### src/rtl/line_follow_pkg.sv
// Shared types and helpers for the line-following steering controller.
package line_follow_pkg;

   typedef enum logic [2:0] {
      IDLE   = 3'd0,
      FOLLOW = 3'd1,
      NODE   = 3'd2,
      CROSS  = 3'd3,
      LOST   = 3'd4
   } state_t;

   localparam logic [1:0] LVL_WHITE = 2'd0;
   localparam logic [1:0] LVL_GREY  = 2'd1;
   localparam logic [1:0] LVL_BLACK = 2'd2;

   // Clamp a signed speed request into [0, max_spd].
   function automatic logic signed [23:0] sat_spd(input logic signed [23:0] v,
                                                  input logic signed [23:0] max_spd);
      if (v < 24'sd0)
         return 24'sd0;
      else if (v > max_spd)
         return max_spd;
      else
         return v;
   endfunction

endpackage

### src/rtl/lf_classifier.sv
// Stage 1: per-channel white/grey/black classification and weighted position error.
module lf_classifier
   import line_follow_pkg::*;
#(
   parameter int N_CH     = 3,
   parameter int ADC_W    = 12,
   parameter int WHITE_TH = 768,
   parameter int BLACK_TH = 1280
) (
   input  logic                    clk_50,
   input  logic                    rst_n,
   input  logic [N_CH*ADC_W-1:0]   ch_data,
   input  logic                    ch_valid,
   output logic signed [15:0]      err,
   output logic                    all_black,
   output logic                    all_white,
   output logic                    valid
);

   localparam logic [ADC_W-1:0] WHITE_C = ADC_W'(WHITE_TH);
   localparam logic [ADC_W-1:0] BLACK_C = ADC_W'(BLACK_TH);

   logic signed [15:0] sum;
   logic               blk;
   logic               wht;
   logic [1:0]         lvl;

   // NOTE: every variable gets a default before the loop so no latch is inferred.
   always_comb begin
      sum = '0;
      blk = 1'b1;
      wht = 1'b1;
      lvl = LVL_WHITE;
      for (int i = 0; i < N_CH; i++) begin
         if (ch_data[i*ADC_W +: ADC_W] < WHITE_C)
            lvl = LVL_WHITE;
         else if (ch_data[i*ADC_W +: ADC_W] > BLACK_C)
            lvl = LVL_BLACK;
         else
            lvl = LVL_GREY;
         sum = sum + 16'(2*i - (N_CH-1)) * $signed({14'd0, lvl});
         blk = blk & (lvl == LVL_BLACK);
         wht = wht & (lvl == LVL_WHITE);
      end
   end

   // NOTE: sequential state uses non-blocking assignments only.
   always_ff @(posedge clk_50 or negedge rst_n) begin
      if (!rst_n) begin
         err       <= '0;
         all_black <= 1'b0;
         all_white <= 1'b0;
         valid     <= 1'b0;
      end else begin
         valid <= ch_valid;
         if (ch_valid) begin
            err       <= sum;
            all_black <= blk;
            all_white <= wht;
         end
      end
   end

endmodule

### src/rtl/line_follow_ctrl.sv
// Line-following steering controller: stage-2 mode FSM, PD steering and motor outputs.
module line_follow_ctrl
   import line_follow_pkg::*;
#(
   parameter int N_CH       = 3,
   parameter int ADC_W      = 12,
   parameter int SPD_W      = 8,
   parameter int WHITE_TH   = 768,
   parameter int BLACK_TH   = 1280,
   parameter int BASE_L     = 70,
   parameter int BASE_R     = 73,
   parameter int KP         = 7,
   parameter int KD         = 2,
   parameter int MAX_SPD    = 255,
   parameter int NODE_SPD   = 1,
   parameter int SEARCH_SPD = 60,
   parameter int LOST_CNT   = 4,
   parameter int CLEAR_CNT  = 2
) (
   input  logic                  clk_50,
   input  logic                  rst_n,
   input  logic                  enable,
   input  logic [N_CH*ADC_W-1:0] ch_data,
   input  logic                  ch_valid,
   input  logic                  node_ack,
   output logic [SPD_W-1:0]      lm,
   output logic [SPD_W-1:0]      rm,
   output logic                  node,
   output logic                  lost,
   output logic                  upd
);

   localparam logic signed [23:0] KP_S  = 24'(KP);
   localparam logic signed [23:0] KD_S  = 24'(KD);
   localparam logic signed [23:0] BL_S  = 24'(BASE_L);
   localparam logic signed [23:0] BR_S  = 24'(BASE_R);
   localparam logic signed [23:0] MAX_S = 24'(MAX_SPD);
   localparam logic [SPD_W-1:0]   BASE_L_C = SPD_W'(BASE_L);
   localparam logic [SPD_W-1:0]   BASE_R_C = SPD_W'(BASE_R);
   localparam logic [SPD_W-1:0]   NODE_C   = SPD_W'(NODE_SPD);
   localparam logic [SPD_W-1:0]   SEARCH_C = SPD_W'(SEARCH_SPD);
   localparam logic [7:0]         LOST_LAST  = 8'(LOST_CNT - 1);
   localparam logic [7:0]         CLEAR_LAST = 8'(CLEAR_CNT - 1);

   state_t             state;
   logic [7:0]         white_cnt;
   logic [7:0]         clear_cnt;
   logic signed [15:0] prev_err;
   logic signed [15:0] last_err;
   logic signed [15:0] s1_err;
   logic               s1_black;
   logic               s1_white;
   logic               s1_valid;
   logic signed [23:0] err_x, derr_x, steer, lm_sat, rm_sat;
   logic               unused_sat_bits;

   lf_classifier #(
      .N_CH(N_CH), .ADC_W(ADC_W), .WHITE_TH(WHITE_TH), .BLACK_TH(BLACK_TH)
   ) u_classifier (
      .clk_50(clk_50), .rst_n(rst_n), .ch_data(ch_data), .ch_valid(ch_valid),
      .err(s1_err), .all_black(s1_black), .all_white(s1_white), .valid(s1_valid)
   );

   always_comb begin
      err_x  = 24'(s1_err);
      derr_x = err_x - 24'(prev_err);
      steer  = KP_S * err_x + KD_S * derr_x;
      lm_sat = sat_spd(BL_S + steer, MAX_S);
      rm_sat = sat_spd(BR_S - steer, MAX_S);
   end

   assign unused_sat_bits = ^{lm_sat[23:SPD_W], rm_sat[23:SPD_W]};

   always_ff @(posedge clk_50 or negedge rst_n) begin
      if (!rst_n) begin
         state     <= IDLE;
         lm        <= '0;
         rm        <= '0;
         node      <= 1'b0;
         lost      <= 1'b0;
         upd       <= 1'b0;
         white_cnt <= '0;
         clear_cnt <= '0;
         prev_err  <= '0;
         last_err  <= '0;
      end else if (!enable) begin
         state     <= IDLE;
         lm        <= '0;
         rm        <= '0;
         node      <= 1'b0;
         lost      <= 1'b0;
         upd       <= 1'b0;
         white_cnt <= '0;
         clear_cnt <= '0;
      end else begin
         upd <= 1'b0;
         case (state)
            IDLE: begin
               state     <= FOLLOW;
               prev_err  <= '0;
               white_cnt <= '0;
            end
            FOLLOW: if (s1_valid) begin
               upd      <= 1'b1;
               prev_err <= s1_err;
               if (s1_black) begin
                  state     <= NODE;
                  node      <= 1'b1;
                  lm        <= NODE_C;
                  rm        <= NODE_C;
                  white_cnt <= '0;
               end else if (s1_white) begin
                  // Speeds hold while counting; last_err keeps the last seen line side.
                  if (white_cnt == LOST_LAST) begin
                     state     <= LOST;
                     lost      <= 1'b1;
                     white_cnt <= '0;
                     lm        <= (last_err < 0) ? '0 : SEARCH_C;
                     rm        <= (last_err < 0) ? SEARCH_C : '0;
                  end else begin
                     white_cnt <= white_cnt + 8'd1;
                  end
               end else begin
                  white_cnt <= '0;
                  last_err  <= s1_err;
                  lm        <= lm_sat[SPD_W-1:0];
                  rm        <= rm_sat[SPD_W-1:0];
               end
            end
            NODE: begin
               if (node_ack) begin
                  state     <= CROSS;
                  node      <= 1'b0;
                  lm        <= BASE_L_C;
                  rm        <= BASE_R_C;
                  clear_cnt <= '0;
                  upd       <= 1'b1;
               end else if (s1_valid) begin
                  upd <= 1'b1;
               end
            end
            CROSS: if (s1_valid) begin
               upd <= 1'b1;
               if (s1_black) begin
                  clear_cnt <= '0;
               end else if (clear_cnt == CLEAR_LAST) begin
                  state     <= FOLLOW;
                  prev_err  <= '0;
                  white_cnt <= '0;
                  clear_cnt <= '0;
               end else begin
                  clear_cnt <= clear_cnt + 8'd1;
               end
            end
            LOST: if (s1_valid) begin
               upd <= 1'b1;
               if (!s1_white) begin
                  state     <= FOLLOW;
                  lost      <= 1'b0;
                  lm        <= BASE_L_C;
                  rm        <= BASE_R_C;
                  prev_err  <= '0;
                  last_err  <= s1_err;
                  white_cnt <= '0;
               end
            end
            default: state <= IDLE;
         endcase
      end
   end

endmodule

### config.mk
export PLATFORM = sky130hd
export DESIGN_NAME = line_follow_ctrl
export DESIGN_NICKNAME = d
export VERILOG_FILES = /design/src/rtl/line_follow_pkg.sv /design/src/rtl/lf_classifier.sv /design/src/rtl/line_follow_ctrl.sv
export SDC_FILE = /design/constraint.sdc
export NUM_CORES = 1
export LEC_CHECK = 0
export CORE_MARGIN = 2
export CORE_UTILIZATION = 43
export DETAILED_ROUTE_END_ITERATION = 8
export PLACE_DENSITY = 0.74
export SLEW_MARGIN = 20
export SYNTH_ARGS = -nofsm -noshare
export SYNTH_HDL_FRONTEND = slang
export SYNTH_SLANG_ARGS = --single-unit
### constraint.sdc
create_clock -name clk_50 -period 11.2 [get_ports clk_50]
set_clock_uncertainty 0.1 [all_clocks]
set_input_delay 2.24 -clock clk_50 [delete_from_list [all_inputs] [get_ports clk_50]]
set_output_delay 2.24 -clock clk_50 [all_outputs]
set_load 0.02 [all_outputs]
==> summary.md, run 1 <==
| Metric | Value |
|---|---|
| Synthesized net count | 860 |
| Post-Syn Instances | 739 |
| Total number of vias | between 5k and 6k |
| Pins Over Slew Limit | 0 |
| Post-synth ARST share | 100% |
| Largest delay contributor family on the critical path | compound AO/OA/AOI/OAI gates |
| RD Place Congestion | 0.853 |
| Largest net degree at the start of global routing | 58 |
| Post-route cell area | 7090 µm² |
| Predominant post-synthesis flop cell | dfrtp_1 |
| Worst Path Buf+Inv | 1 |
| TNS Setup | 0 ns |
| CTS Buffer Depth | 2 |
| Port-buffer cells | 59 |
| Tightest Pin Transition | 1.04 ns |
| Placed Area | 6790 µm² |
| R2R setup slack | about 4.2 ns |
| Initial antenna violation count | 0 |
| Met2 global-route usage | 33.3% |
| Vias in the first global route | just over 5k |
| Critical path type | flop to flop |
| Global-route wire length before repair | 23900 µm |
| Clk Tree Root Cell | clkbuf_16 |
| Mapped cell area | 6080 µm² |
| Fmax achieved | 143 MHz |
| Req. time, crit path | 11.31 ns |
| Status | complete, no violations |
| CTS buffer count | 9 |
| Type of the most critical hold path | flop to flop |
| DR vias/cell | 5.69 |
| Worst slew margin | between 20% and 30% |
| Arrival time at the worst endpoint | 7.08 ns |
| Initial Utilization | 43.9% |
| RSZ-0062 raised after global routing | false |
| Critical path's largest stage delay | 0.51 ns |
| Clk sinks | 57 |
| Tmin final | roughly 7 ns |
| Worst-skew pair later-pin latency | between 0.3 and 0.4 ns |
| Final Setup Violations | 0 |
| Layout cells sized above 1 | 4.70% |
| Most frequent cells in the layout | 78 x inv_1, 77 x nand2_1, 58 x clkdlybuf4s50_1, 57 x dfrtp_1, 56 x a21oi_1 |
| CP Max Fanout | 7 |
| H-tree level count | 3 |
| GRT busiest layer | met2 |
| Startpoint types | flop |
| CORE AREA | 13800 µm² |
| CTS resizes | 0 |
| Tcrit/Tclk final | about 62% |
| Total of warnings raised by yosys | 0 |
| Grt met1 use | 25.5% |
| Area Growth Syn to Fin | 16.6% |
| Total Nets Final | 904 |
| Die Width | 123 µm |
| Non-Filler Instances | just under 1k |
| DRC | 0 |
| Grt ovf | 0 |
| Routed wire length | 14000 µm |
| I/O pin cnt | 60 |
| Post-DRT Antenna Nets | 0 |
| TritonCTS clock tree | done |
| Post-synth EDFFs | 0 |
| Max cap viols | 0 |
| Die span in y | 123 µm |
| Placed Instances | 952 |
| Ant. Diodes | 0 |
| Total GRT Usage | 19.8% |
| Routing usage on met3 | 4.46% |
| Setup Buffers After CTS | 0 |
| Routed wire per std cell | 14.5 µm |
| Final HPWL from detailed placement | 11200 µm |
| First-pass DRT Iterations | 7 |
| Post-layout util | approximately 50% |
| Seq/Total Area, Yosys | roughly a quarter |
| Worst path slowest cell | or4_1 |
| DIE AREA | 15100 µm² |
| Nature of the critical path endpoint | flop |
| Most common cell after layout, fill and taps aside | inv_1 |
| Drt first-iter violations | 330 |
| Seq cells post-synth | 57 |
| Unique masters post-synth | 71 |
| Clock-pin slew on the worst setup and hold paths | 0.05 ns |
| Cell Rows | 43 |
| Syn_area_per_cell | 8.22 µm² |
| Cts hold-fix bufs | 0 |
| Hold Vio Cnt, Final | 0 |
==> worst min-delay path, cell delays in order, from the launching register on <==
cell and delay, ns:
dfrtp_1 0.33, nand2_1 0.05, nand2_1 0.06
==> registers in the layout (all words and copies together), names as in the netlist <==
name,count
clear_cnt,8
last_err,1
lm,8
lost,1
node,1
prev_err,8
rm,8
state,3
u_classifier.all_black,1
u_classifier.all_white,1
u_classifier.err,7
u_classifier.valid,1
upd,1
white_cnt,8
==> synthesized netlist by cell type (7+ instances only) <==
cell type | n | area share, %
clkbuf_1 | 25 | 1.5
o31ai_1 | 11 | 1.4
inv_1 | 78 | 4.8
dfrtp_1 | 57 | 23
a21o_1 | 12 | 1.5
nor2_1 | 36 | 2.2
nor3_1 | 14 | 1.2
xnor2_1 | 16 | 2.3
xor2_1 | 17 | 2.5
fa_1 | 29 | 9.6
nor4_1 | 11 | 1.1
and3_1 | 7 | 0.72
mux2i_1 | 12 | 2.0
a31oi_1 | 7 | 0.72
o21ai_0 | 51 | 4.2
nand2_1 | 77 | 4.8
or4_1 | 7 | 0.86
ha_1 | 51 | 11
o21ai_1 | 7 | 0.58
o21a_1 | 11 | 1.4
a211oi_1 | 11 | 1.4
nand2b_1 | 13 | 1.3
nand3_1 | 22 | 1.8
a21oi_1 | 56 | 4.6
==> per-stage QoR <==
stage | setup WS [ns] | hold WS, ns
global placement | 4.51 | 0.354
finish | 4.23 | 0.373
global route | 3.67 | 0.396
detailed placement | 4.34 | 0.362
CTS | 4.30 | 0.374
floorplan | 4.93 | 0.347
==> area by class of cell <==
type / count / area, µm²
Tap cell: 180 / 225
Multi-Input combinational cell: 575 / 4240
Timing Repair Buffer: 61 / 601
Clock inverter: 5 / 55.1
Fill cell: 1303 / 6740
Sequential cell: 57 / 1430
Clock buffer: 11 / 243
Inverter: 79 / 297
==> layer usage <==
layer  part of all wire (%)  up-vias
met5                      0        -
met4                    1.8        0
met3                    4.5       22
met2                     48      148
met1                     46     2616
li1                       -     2726
==> worst paths after layout <==
| kind | end | depth (start not counted) | start |
|---|---|---|---|
| setup / recovery | lm[2] | 28 | u_classifier.err[1] |
| hold / removal | rm[1] | 2 | rm[1] |
| setup reg to reg | lm[2] | 28 | u_classifier.err[1] |
| hold reg to reg | rm[1] | 2 | rm[1] |
| max in group asynchronous | rm[2] | 2 | rst_n |
| min in group asynchronous | clear_cnt[7] | 2 | rst_n |
==> logic make-up (layout without fill, tap and decap cells) <==
family	after synthesis	after routing	share of synthesized area [%]
simple gates	233	233	19.7
compound gates	216	216	23.1
buf+inv	107	156	6.75
fa+ha+maj	80	80	20.1
flops	57	57	23.5
xor+xnor	33	33	4.76
mux	13	13	2.16
Power of run 1 is left out: the tool's default activity adds up to more than one toggle a clock period on the data nets, which glitch-free logic cannot reach.
==> inputs of run 2 (changes only) <==
--- a/config.mk
+++ b/config.mk
@@ -8,7 +8,7 @@
 export CORE_MARGIN = 2
 export CORE_UTILIZATION = 43
 export DETAILED_ROUTE_END_ITERATION = 8
-export PLACE_DENSITY = 0.74
+export PLACE_DENSITY = 0.76
 export SLEW_MARGIN = 20
 export SYNTH_ARGS = -nofsm -noshare
 export SYNTH_HDL_FRONTEND = slang
==> constraint.sdc (replaced) <==
create_clock -name clk_50 -period 6.4 [get_ports clk_50]
set_clock_uncertainty 0.1 [all_clocks]
set_input_delay 1.28 -clock clk_50 [delete_from_list [all_inputs] [get_ports clk_50]]
set_output_delay 1.28 -clock clk_50 [all_outputs]
set_load 0.02 [all_outputs]
==> summary.md, run 2 (synthesis gave the netlist of run 1 again) <==
| Metric | Value |
|---|---|
| Global-route wire length before repair | 24700 µm (+3.3%) |
| H-tree level count | 3 (unchanged) |
| Arrival time at the worst endpoint | 6.28 ns (-0.80 ns) |
| Initial antenna violation count | 0 (unchanged) |
| Clock-pin slew on the worst setup and hold paths | 0.06 ns (about the same) |
| CORE AREA | 13800 µm² (unchanged) |
| Most frequent cells in the layout | 78 x inv_1, 77 x nand2_1, 58 x clkdlybuf4s50_1, 57 x dfrtp_1, 48 x o21ai_0 |
| Grt ovf | 0 (unchanged) |
| Reg2reg start | prev_err[2] |
| Vias in the first global route | 5363 (+3.8%) |
| Final HPWL from detailed placement | 11300 µm (+0.76%) |
| CP Max Fanout | 6 (-1) |
| Crit path setup slack, layout | 0.239 ns (-3.99 ns) |
| Status | complete, no violations |
| TritonCTS clock tree | done |
| Clk Tree Root Cell | clkbuf_16 |
| Total Nets Final | 939 (+3.9%) |
| Tcrit/Tclk final | 96.3% (+34 points) |
| Area Growth Syn to Fin | 25.4% |
| Port-buffer cells | 59 (unchanged) |
| Most common cell after layout, fill and taps aside | inv_1 |
| Max cap viols | 0 (unchanged) |
| Req. time, crit path | 6.52 ns (-4.79 ns) |
| Nature of the critical path endpoint | flop |
| Post-route cell area | 7620 µm² (+7.5%) |
| DIE AREA | 15100 µm² (unchanged) |
| Critical path type | flop to flop |
| Register area | 1430 µm² (unchanged) |
| First-pass DRT Iterations | 5 (-2) |
| DR vias/cell | 5.54 (-2.8%) |
| Tmin final | 6.16 ns (-0.810 ns) |
| Hold Vio Cnt, Final | 0 (unchanged) |
| Worst slew margin | 48.1% (+18 points) |
| Cell Rows | 43 (unchanged) |
| GRT busiest layer | met2 |
| Total GRT Usage | 20.3% (+0.54 points) |
| DP Worst Slack | -0.0251 ns (-4.37 ns) |
| CTS Buffer Depth | 2 (unchanged) |
| Final Setup Violations | 0 (unchanged) |
| Fmax achieved | 162 MHz (+13%) |
| Routed wire per std cell | 15.0 µm (+3.7%) |
| RD Place Congestion | 0.879 (+3.0%) |
| Fillers | 1245 (-4.5%) |
| Placed Area | 6980 µm² (+2.8%) |
| Die span in y | 123 µm (unchanged) |
| Crit Reg-Reg Endpoint | lm[2] |
| Critical Path Source | prev_err[2] |
| Post-DRT Antenna Nets | 0 (unchanged) |
| Layout cells sized above 1 | 14.1% (+9.4 points) |
| CTS buffer count | 9 (unchanged) |
| Multi-input logic area | 4500 µm² (+6.2%) |
| Worst path slowest cell | or4_4 |
| Die Width | 123 µm (unchanged) |
| Tightest Pin Transition | 0.772 ns (-0.266 ns) |
| R2R setup slack | 0.24 ns (-3.99 ns) |
| Largest net degree at the start of global routing | 58 (unchanged) |
| Met2 global-route usage | 33.9% (+0.66 points) |
| Hold path cells | 1 (-1) |
| Critical path's largest stage delay | 0.55 ns (+0.04 ns) |
| Pins Over Slew Limit | 0 (unchanged) |
| Routed wire length | 15100 µm (+7.5%) |
| Clk sinks | 57 (unchanged) |
| Drt first-iter violations | 476 (+44%) |
| Type of the most critical hold path | flop to flop |
| Initial Utilization | 43.9% (unchanged) |
| Routing usage on met3 | 3.02% (-1.4 points) |
| I/O pin cnt | 60 (unchanged) |
| Worst Hold Margin | 0.375 ns (+0.00169 ns) |
| TNS Setup | 0 ns (unchanged) |
| Worst-skew pair later-pin latency | 0.34 ns (about the same) |
| DRC | 0 (unchanged) |
| Reg2reg path depth | 29 (+3.6%) |
| Total number of vias | 5552 (+0.73%) |
| Grt met1 use | 26.5% (+0.98 points) |
| CP endpoint | lm[2] |
| Ant. Diodes | 0 (unchanged) |
| Startpoint types | flop |
==> run 2: cell count changes in the layout (fill, tap and decap cells not counted), sizes merged <==
cell and change:
buf +35, clkbuf -2, inv +2, clkinv -1, clkinvlp +1
==> run 2: what timing repair did <==
| action | CTS | global route |
|---|---|---|
| resized for setup | 2 | 51 |
| hold buffers | 0 | 0 |
| setup endpoints to repair | 1 | 13 |
| endpoints found under the hold margin | 0 | 0 |
| buffers inserted | 0 | 10 |
| pin swaps | 0 | 23 |
==> run 2: worst min-delay path by stage <==
| stage | from | to |
|---|---|---|
| final | prev_err[13] | prev_err[13] |
| after global routing | prev_err[15] | prev_err[15] |
| after detailed placement | prev_err[13] | prev_err[13] |
| after global placement | rm[1] | rm[1] |
| after CTS | prev_err[13] | prev_err[13] |
| after floorplan | white_cnt[7] | white_cnt[7] |
==> run 2: per-stage QoR <==
step                      utilization (%)  std cells
final                                55.1       1003
after global routing                 55.1       1003
after CTS                            52.7        993
after detailed placement             50.4        977
after global placement               50.4        977
after floorplan                         -        739
==> run 2: routing by layer <==
metal  share of wire, %  vias to the layer above
li1                   -                     2791
met1                 45                     2601
met2                 49                      128
met3                3.3                       32
met4                2.4                        0
met5                  0                        -
==> run 2: critical path, delay by kind of cell, from the launching register on <==
kind | cells | cell delay, ns
XOR/XNOR | 1 | 0.21
adder cells (fa/ha/maj) | 4 | 1.28
multiplexers | 1 | 0.14
buffers and inverters | 3 | 0.35
AND/OR/NAND/NOR | 7 | 1.22
flip-flops | 1 | 0.39
AO/OA/AOI/OAI | 13 | 2.34
==> run 2: layout make-up <==
class                   instances  share of cell area (%)
clock inverters                 7                    1.03
multi-input cells             575                    59.1
clock buffers                   9                    2.96
repair buffers                 96                    11.3
flip-flops and latches         57                    18.7
well taps                     180                    2.96
inverters                      79                    3.89
Power of run 2 is left out for the same reason.
==> inputs of run 3 (changes only) <==
--- a/config.mk
+++ b/config.mk
@@ -9,7 +9,8 @@
 export CORE_UTILIZATION = 43
 export DETAILED_ROUTE_END_ITERATION = 8
 export PLACE_DENSITY = 0.76
-export SLEW_MARGIN = 20
+export SKIP_LAST_GASP = 1
+export SLEW_MARGIN = 15
 export SYNTH_ARGS = -nofsm -noshare
 export SYNTH_HDL_FRONTEND = slang
 export SYNTH_SLANG_ARGS = --single-unit
==> results of run 3 <==
No change in the layout: final DEF, timing and power equal those of run 2.
Power of run 3 is left out for the same reason.
